===== src/rtl/key_conditioner.sv =====
// key_conditioner: synchronize, debounce and pulse three active-low pushbuttons.
// Define KEY_AUTOREPEAT_EN to build the key-0 hold/auto-repeat logic.
module key_conditioner #(
  parameter int DEBOUNCE_CYCLES = 30000,
  parameter int HOLD_CYCLES = 1536000,
  parameter int REPEAT_CYCLES = 614400
) (
  input  logic       i_clk,
  input  logic       i_rst_n,
  input  logic [2:0] i_key_n,
  output logic [2:0] o_key_pulse,
  output logic [2:0] o_key_level,
  output logic       o_repeat_active
);
  localparam int DW = $clog2(DEBOUNCE_CYCLES);
  localparam logic [DW-1:0] D_LAST = DW'(DEBOUNCE_CYCLES - 1);
  typedef enum logic [1:0] {S_IDLE, S_PRESS_CHK, S_HELD, S_REL_CHK} state_t;
  if (DEBOUNCE_CYCLES < 2 || HOLD_CYCLES < 2 || REPEAT_CYCLES < 2) begin : g_bad_cfg
    $error("key_conditioner: cycle parameters must be at least 2");
  end
  logic [2:0] sync1, sync2, pressed, press_pulse;
  always_ff @(posedge i_clk)
    if (!i_rst_n) {sync2, sync1} <= '1;
    else {sync2, sync1} <= {sync1, i_key_n};
  assign pressed = ~sync2;
  for (genvar g = 0; g < 3; g++) begin : g_key
    state_t state;
    logic [DW-1:0] cnt;
    logic lvl, pls, rel_done;
    assign rel_done = state == S_REL_CHK && !pressed[g] && cnt == D_LAST;
    always_ff @(posedge i_clk)
      if (!i_rst_n) begin
        state <= S_IDLE;
        cnt <= '0;
        lvl <= 1'b0;
        pls <= 1'b0;
      end else begin
        pls <= 1'b0;
        case (state)
          S_IDLE: if (pressed[g]) begin
            state <= S_PRESS_CHK;
            cnt <= '0;
          end
          S_PRESS_CHK: if (!pressed[g]) begin
            state <= S_IDLE;
            cnt <= '0;
          end else if (cnt == D_LAST) begin
            state <= S_HELD;
            lvl <= 1'b1;
            pls <= 1'b1;
          end else cnt <= cnt + 1'b1;
          S_HELD: if (!pressed[g]) begin
            state <= S_REL_CHK;
            cnt <= '0;
          end
          S_REL_CHK: if (pressed[g]) state <= S_HELD;
          else if (rel_done) begin
            state <= S_IDLE;
            lvl <= 1'b0;
            cnt <= '0;
          end else cnt <= cnt + 1'b1;
        endcase
      end
    assign press_pulse[g] = pls;
    assign o_key_level[g] = lvl;
  end
`ifdef KEY_AUTOREPEAT_EN
  localparam int HW = $clog2(HOLD_CYCLES + REPEAT_CYCLES);
  localparam int RW = $clog2(REPEAT_CYCLES);
  localparam logic [RW-1:0] R_LAST = RW'(REPEAT_CYCLES - 1);
  logic [HW-1:0] hold_cnt;
  logic [RW-1:0] rep_cnt;
  logic rep_pulse, held0;
  assign held0 = g_key[0].state == S_HELD;
  // hold count saturates at HOLD_CYCLES so the first repeat fires only once per press
  always_ff @(posedge i_clk)
    if (!i_rst_n) begin
      hold_cnt <= '0;
      rep_cnt <= '0;
      rep_pulse <= 1'b0;
      o_repeat_active <= 1'b0;
    end else begin
      rep_pulse <= 1'b0;
      if (g_key[0].rel_done) begin
        hold_cnt <= '0;
        rep_cnt <= '0;
        o_repeat_active <= 1'b0;
      end else if (held0) begin
        if (hold_cnt != HW'(HOLD_CYCLES)) hold_cnt <= hold_cnt + 1'b1;
        if (hold_cnt == HW'(HOLD_CYCLES - 1)) begin
          o_repeat_active <= 1'b1;
          rep_pulse <= 1'b1;
          rep_cnt <= '0;
        end else if (o_repeat_active) begin
          rep_pulse <= rep_cnt == R_LAST;
          rep_cnt <= rep_cnt == R_LAST ? '0 : rep_cnt + 1'b1;
        end
      end
    end
  assign o_key_pulse = {press_pulse[2:1], press_pulse[0] | rep_pulse};
`else
  assign o_repeat_active = 1'b0;
  assign o_key_pulse = press_pulse;
`endif
endmodule


===== config.mk =====
export PLATFORM = sky130hd
export DESIGN_NAME = key_conditioner
export DESIGN_NICKNAME = d
export VERILOG_FILES = /design/src/rtl/key_conditioner.sv
export SDC_FILE = /design/constraint.sdc
export NUM_CORES = 1
export LEC_CHECK = 0
export CORE_ASPECT_RATIO = 0.8
export CORE_UTILIZATION = 45
export DETAILED_ROUTE_END_ITERATION = 10
export GPL_ROUTABILITY_DRIVEN = 0
export SLEW_MARGIN = 15
export SYNTH_ARGS = -nofsm -noshare
export SYNTH_HDL_FRONTEND = slang
export SYNTH_SLANG_ARGS = --single-unit

===== constraint.sdc =====
create_clock -name i_clk -period 2.1 [get_ports i_clk]
set_input_delay 0.42 -clock i_clk [delete_from_list [all_inputs] [get_ports i_clk]]
set_output_delay 0.42 -clock i_clk [all_outputs]
set_load 0.01 [all_outputs]

==> results of run 1 <==
cell type report:
class	instances	share of cell area, %
tap	87	2.96
clock inverter	3	1.16
inverter	11	1.12
sequential	63	34.3
timing repair buffer	27	6.20
multi-input combinational	289	50.0
clock buffer	12	4.22
critical path: cells and delay by family (launching register included):
family / cells / cell delay [ns]
adder cells (fa/ha/maj): 1 / 0.21
flip-flops: 1 / 0.38
AO/OA/AOI/OAI: 2 / 0.41
AND/OR/NAND/NOR: 3 / 0.93
report_power, final:
part	leakage [uW]	total (uW)	switching, uW	internal [uW]
logic	0.000701	102	59.4	42.6
clock network	0.0000985	1050	441	605
registers	0.000509	1220	12.1	1210
placed cells by master (no fill, tap or decap), drive strengths merged, types with 3 or more instances in the layout:
| cell | n |
|---|---|
| nor2b | 7 |
| xnor2 | 12 |
| nor2 | 48 |
| a21oi | 7 |
| and3 | 9 |
| o211ai | 4 |
| nand4 | 18 |
| nor3 | 12 |
| clkbuf | 12 |
| nor3b | 4 |
| a21boi | 3 |
| a21o | 3 |
| clkdlybuf4s50 | 10 |
| nand3 | 24 |
| and2 | 6 |
| nor4 | 4 |
| dfxtp | 63 |
| nand2 | 27 |
| o21ai | 9 |
| and4 | 7 |
| xor2 | 20 |
| buf | 17 |
| inv | 11 |
| a31oi | 5 |
| nand2b | 11 |
| or3 | 3 |
| and3b | 3 |
| ha | 3 |
| o31ai | 3 |
sequential cells by signal, summed over array words and instances (netlist names), named ones only:
register	count
g_key.cnt	45
g_key.lvl	3
g_key.pls	3
g_key.state	3
sync1	3
sync2	3
logic make-up (layout without fill, tap and decap cells):
kind of cell | after synthesis | count (layout) | synth area share (%)
AND/OR/NAND/NOR | 198 | 198 | 34.1
adder cells (fa/ha/maj) | 3 | 3 | 1.15
flip-flops | 63 | 63 | 38.5
XOR/XNOR | 32 | 32 | 8.55
multiplexers | 2 | 2 | 0.611
buffers and inverters | 36 | 53 | 5.46
other | 1 | 1 | 0.114
AO/OA/AOI/OAI | 53 | 53 | 11.5
cell usage after synthesis (3+ instances only):
cell type   n
a21o_1      3
a21oi_1     7
a31oi_1     5
and2_1      6
and3_1      8
and3b_1     3
and4_1      6
buf_2      10
buf_4       8
clkbuf_1    6
dfxtp_1    63
ha_1        3
inv_1      11
nand2_1    26
nand2b_1   11
nand3_1    24
nand4_1    18
nor2_1     46
nor2b_1     7
nor3_1     12
nor3b_1     3
nor4_1      3
o211ai_1    4
o21ai_0     8
o31ai_1     3
or3_1       3
xnor2_1    12
xor2_1     20
metrics by stage:
step | cell area [um2] | hold WS, ns
2_1_floorplan | 3280 | 0.386
3_3_place_gp | 3480 | 0.389
3_5_place_dp | 3480 | 0.395
4_1_cts | 3670 | 0.413
5_1_grt | 3670 | 0.438
6_report | 3670 | 0.408
worst paths after layout:
path,startpoint,end
setup reg to reg,g_key[0].cnt[0],g_key[0].cnt[14]
setup / recovery,g_key[0].cnt[0],g_key[0].cnt[14]
hold reg to reg,sync1[0],sync2[0]
hold / removal,sync1[0],sync2[0]
per-layer routing:
| layer | GRT usage, % | up-vias | part of all wire [%] |
|---|---|---|---|
| met4 | 5.00 | 0 | 0.47 |
| met1 | 25.9 | 1266 | 53 |
| met2 | 28.1 | 28 | 43 |
| met5 | 0 | - | 0 |
| li1 | - | 1405 | - |
| met3 | 5.43 | 2 | 2.7 |
==> results.py, run 1 <==
metrics = {
    "worst_setup_path": {
        "slowest_stage": "or4_1",
        "required_ns": 2.37,
        "rrSetupSlack_ns": 0.12,
        "criticalPathCategory": "register to register",
        "worstPathMaxFanout": 6,
        "max_stage_delay_ns": 0.50,
        "crit_chain": "ha_1 -> and4_1 -> nand2_2 -> or4_1 -> a211o_1 -> a21boi_2",
        "cp.arrival_ns": 2.25,
        "cp-end-kind": "register",
        "start_kind": "register",
        "reg2reg_depth": 6,
    },
    "place": {
        "dp_slack_ns": 0.122,
        "place_hpwl_mm": 4.60,
        "dp.cells": 477,
        "port_buffers": 10,
    },
    "pwr": {
        "p_leak_uw": 0.00131,
        "p_per_area_nw_per_um2": 644,
        "p_total_uw": 2370,
        "vdd_drop_max_mv": 0.497,
    },
    "yosys": {
        "syn_area_per_cell_um2": 8.45,
        "synth_top_area_share_pct": 38.5,
        "synthCells": 388,
        "yosysWarnings": 0,
        "synth_area_leaders": "dfxtp_1 (38%), xor2_1 (5.3%), nor2_1 (5.3%)",
        "synth_top_area_cell": "dfxtp_1",
        "synth_edf_count": 0,
        "synth_area_um2": 3280,
        "synth_cell_type_count": 64,
        "ys_async_sr_fraction_pct": 0,
        "synth-seq-area-share_pct": 38.5,
        "synth_nets": 396,
        "ys_seq_elements": 63,
        "synth_ff_type": "dfxtp_1",
    },
    "layout": {
        "area_growth_pct": 12.1,
        "antenna_cells": 0,
        "ff_latch_area_um2": 1260,
        "fin_nets": 409,
        "fin_cells": 492,
        "final_util_pct": 52.8,
        "fillers": 674,
        "multi_input_area_um2": 1840,
        "drive_above_1_share_pct": 10.9,
    },
    "global_routing": {
        "grt_pass1_wl_mm": 11.6,
        "grt_usage_pct": 18.6,
        "grt_max_degree": 23,
        "antenna_found_initial": 0,
        "grt_pass1_vias": 2492,
        "grt-ovfl-total": 0,
    },
    "routing": {
        "drt_wl_total_mm": 6.60,
        "dr.pass1.iters": 5,
        "vias": 2701,
        "routedWlPerCell_um": 13.4,
        "drcViolationCount": 0,
        "drtAntennaViolNets": 0,
        "first_iter_violations": 110,
        "viasPerCell": 5.49,
    },
    "clocking": {
        "post_cts_buffers": 0,
        "clockBufferDepth": 2,
        "clkSinkCount": 63,
        "clkTransAtPathRegs_ns": 0.07,
        "clock_latency_ns": 0.32,
        "postCtsHoldBufs": 0,
        "cts-resized-gates": 0,
        "numCtsBuffers": 9,
        "h-tree-depth": 3,
        "cts_tree": "yes",
        "cts_root_buf": "clkbuf_8",
    },
    "run_status": {
        "status": "finished clean",
    },
    "timing": {
        "report.final.setup_viol": 0,
        "slew_violations": 0,
        "setup_ws_ns": 0.119,
        "hold_viol": 0,
        "timing.final.crit_share_pct": 94.3,
        "worst_pin_slew_ns": 0.647,
        "rsz0062_at_grt": "false",
        "finalClockSkew_ns": 0.00632,
        "slew_headroom_pct": 56.5,
        "fin_crit_ns": 1.98,
        "fmax_ghz": 0.505,
        "fin_tns_setup_ns": 0,
    },
    "die": {
        "die_area_um2": 7630,
        "die_w_um": 97.4,
        "die_h_um": 78.3,
        "ios": 12,
        "initial_utilization_pct": 47.1,
        "coreArea_um2": 6960,
        "placementRows": 27,
    },
    "worst_hold_path": {
        "hold_class": "register to register",
        "hold_depth": 1,
    },
    "flow_run": {
        "cap_violations": 0,
    },
}
(Power assumes the default switching activity.)
==> run 2: changes to the inputs <==
Settings changed: ABC_CLOCK_PERIOD_IN_PS from default to 2100, CTS_CLUSTER_DIAMETER from default to 40.
==> results of run 2 <==
Same layout as run 1: the final DEF is identical, and so are final timing and power.
==> run 3: changes to the inputs <==
Settings changed: CORE_MARGIN from default to 10, CORE_UTILIZATION 45 to 55, PLACE_DENSITY from default to 0.73.
==> results.py, run 3 (synthesized netlist as in run 1, its figures left out) <==
metrics = {
    "layout": {
        "final_common_cell": "dfxtp_1",
        "area_growth_pct": 12.1,
        "fin_cells": 483,
        "largest_reg_flops": 45,
        "fillers": 518,
        "mostFrequentLayoutCells": "dfxtp_1 (63), nor2_1 (46), nand2_1 (26)",
        "fin_nets": 405,
        "drive_above_1_share_pct": 9.95,
        "top_register": "g_key.cnt",
        "final_util_pct": 62.8,
        "antenna_cells": 0,
    },
    "worst_setup_path": {
        "path_depth": 6,
        "r2r-start": "g_key[0].cnt[0]",
        "rrSetupSlack_ns": 0.14,
        "worstPathMaxFanout": 6,
        "max_stage_delay_ns": 0.50,
        "reg2reg_depth": 6,
        "cp.arrival_ns": 2.24,
        "start_kind": "register",
        "criticalPathCategory": "register to register",
        "slowest_stage": "or4_1",
        "path_buf_inv": 0,
        "reg2reg_to": "g_key[0].cnt[14]",
        "crit_chain": "ha_1 -> and4_1 -> nand2_2 -> or4_1 -> a211o_1 -> a21boi_2",
        "required_ns": 2.38,
        "cp-end-kind": "register",
        "path_delay_family": "simple AND/OR/NAND/NOR gates",
    },
    "timing": {
        "hold_viol": 0,
        "timing.final.crit_share_pct": 93.3,
        "rsz0062_at_grt": "false",
        "finalClockSkew_ns": 0.00925,
        "report.final.setup_viol": 0,
        "slew_violations": 0,
        "worst_pin_slew_ns": 0.619,
        "slew_headroom_pct": 58.4,
        "fin_crit_ns": 1.96,
        "fin_tns_setup_ns": 0,
        "fmax_ghz": 0.510,
        "hold-worst-slack_ns": 0.406,
    },
    "routing": {
        "drtAntennaViolNets": 0,
        "viasPerCell": 5.65,
        "first_iter_violations": 127,
        "vias": 2727,
        "drcViolationCount": 0,
        "routedWlPerCell_um": 13.7,
        "dr.pass1.iters": 4,
        "drt_wl_total_mm": 6.62,
    },
    "worst_hold_path": {
        "hold_end": "sync2[1]",
        "hold_depth": 1,
        "hold_path_startpoint": "sync1[1]",
        "hold_class": "register to register",
    },
    "global_routing": {
        "antenna_found_initial": 0,
        "grt_max_degree": 26,
        "grt_pass1_wl_mm": 11.7,
        "grt_pass1_vias": 2482,
        "grt-ovfl-total": 0,
        "grt_usage_pct": 14.9,
    },
    "clocking": {
        "clock_latency_ns": 0.34,
        "cts_root_buf": "clkbuf_8",
        "h-tree-depth": 3,
        "post_cts_buffers": 0,
        "postCtsHoldBufs": 0,
        "clkTransAtPathRegs_ns": 0.07,
        "clkSinkCount": 63,
        "cts_tree": "yes",
        "clockBufferDepth": 2,
        "cts-resized-gates": 0,
        "numCtsBuffers": 9,
    },
    "place": {
        "port_buffers": 10,
        "dp.cells": 467,
        "place_hpwl_mm": 4.69,
    },
    "die": {
        "die_h_um": 89.0,
        "ios": 12,
        "die_w_um": 106,
        "placementRows": 25,
        "coreArea_um2": 5850,
        "initial_utilization_pct": 56.0,
        "die_area_um2": 9460,
    },
    "pwr": {
        "p_sw_share_pct": 20.7,
        "vdd_drop_max_mv": 0.562,
        "p_leak_uw": 0.00131,
        "seq_power_share_pct": 48.7,
        "p_per_area_nw_per_um2": 681,
        "clkPwrFrac_pct": 47.2,
        "p_comb_share_pct": 4.1,
        "p_int_uw": 1980,
        "p_sw_uw": 519,
    },
    "run_status": {
        "status": "finished clean",
    },
    "flow_run": {
        "cap_violations": 0,
    },
}
==> run 3: cell count changes in the layout (fill, tap and decap cells not counted) <==
cell,previous run,this run
buf_12,0,1
buf_4,17,12
bufinv_16,1,2
clkbuf_1,1,2
clkinvlp_4,1,0
==> run 3: worst max-delay path by stage <==
| stage | startpoint | slack (ns) | end |
|---|---|---|---|
| 2_1_floorplan | g_key[0].cnt[0] | 0.28 | g_key[0].cnt[14] |
| 3_3_place_gp | i_rst_n | 0.18 | g_key[2].cnt[13] |
| 3_5_place_dp | g_key[0].cnt[0] | 0.14 | g_key[0].cnt[14] |
| 4_1_cts | g_key[0].cnt[0] | 0.14 | g_key[0].cnt[14] |
| 5_1_grt | g_key[0].cnt[0] | 0.02 | g_key[0].cnt[14] |
| 6_report | g_key[0].cnt[0] | 0.14 | g_key[0].cnt[14] |
==> run 3: metal layers <==
layer	vias up	part of all wire (%)	GRT usage, %
met2	60	45	22.7
met3	8	6.2	5.48
met5	-	0	0
li1	1397	-	-
met1	1262	48	19.4
met4	0	0.59	4.17
==> run 3: layout make-up <==
type                    instances  area [um2]  area share, %
inverters                      11        41.3           1.12
well taps                      81         101           2.76
flip-flops and latches         63        1260           34.3
clock inverters                 3        65.1           1.77
clock buffers                  13         159           4.32
multi-input cells             289        1840           50.0
repair buffers                 23         210           5.72
==> run 3: through the flow <==
step | instance area [um2] | worst slack (ns) | power [uW]
6_report | 3670 | 0.140 | 2500
5_1_grt | 3670 | 0.0216 | 2610
4_1_cts | 3670 | 0.137 | 2540
3_5_place_dp | 3450 | 0.140 | 1350
3_3_place_gp | 3450 | 0.178 | 1350
2_1_floorplan | 3280 | 0.276 | 1320
==> run 3: power by group through the flow <==
stage                     Sequential, uW  Clock (uW)  Combinational (uW)
after detailed placement            1240           0                 103
final                               1220        1180                 102
after global placement              1250           0                 101
after CTS                           1220        1220                 103
after floorplan                     1240           0                77.9
after global routing                1220        1280                 113
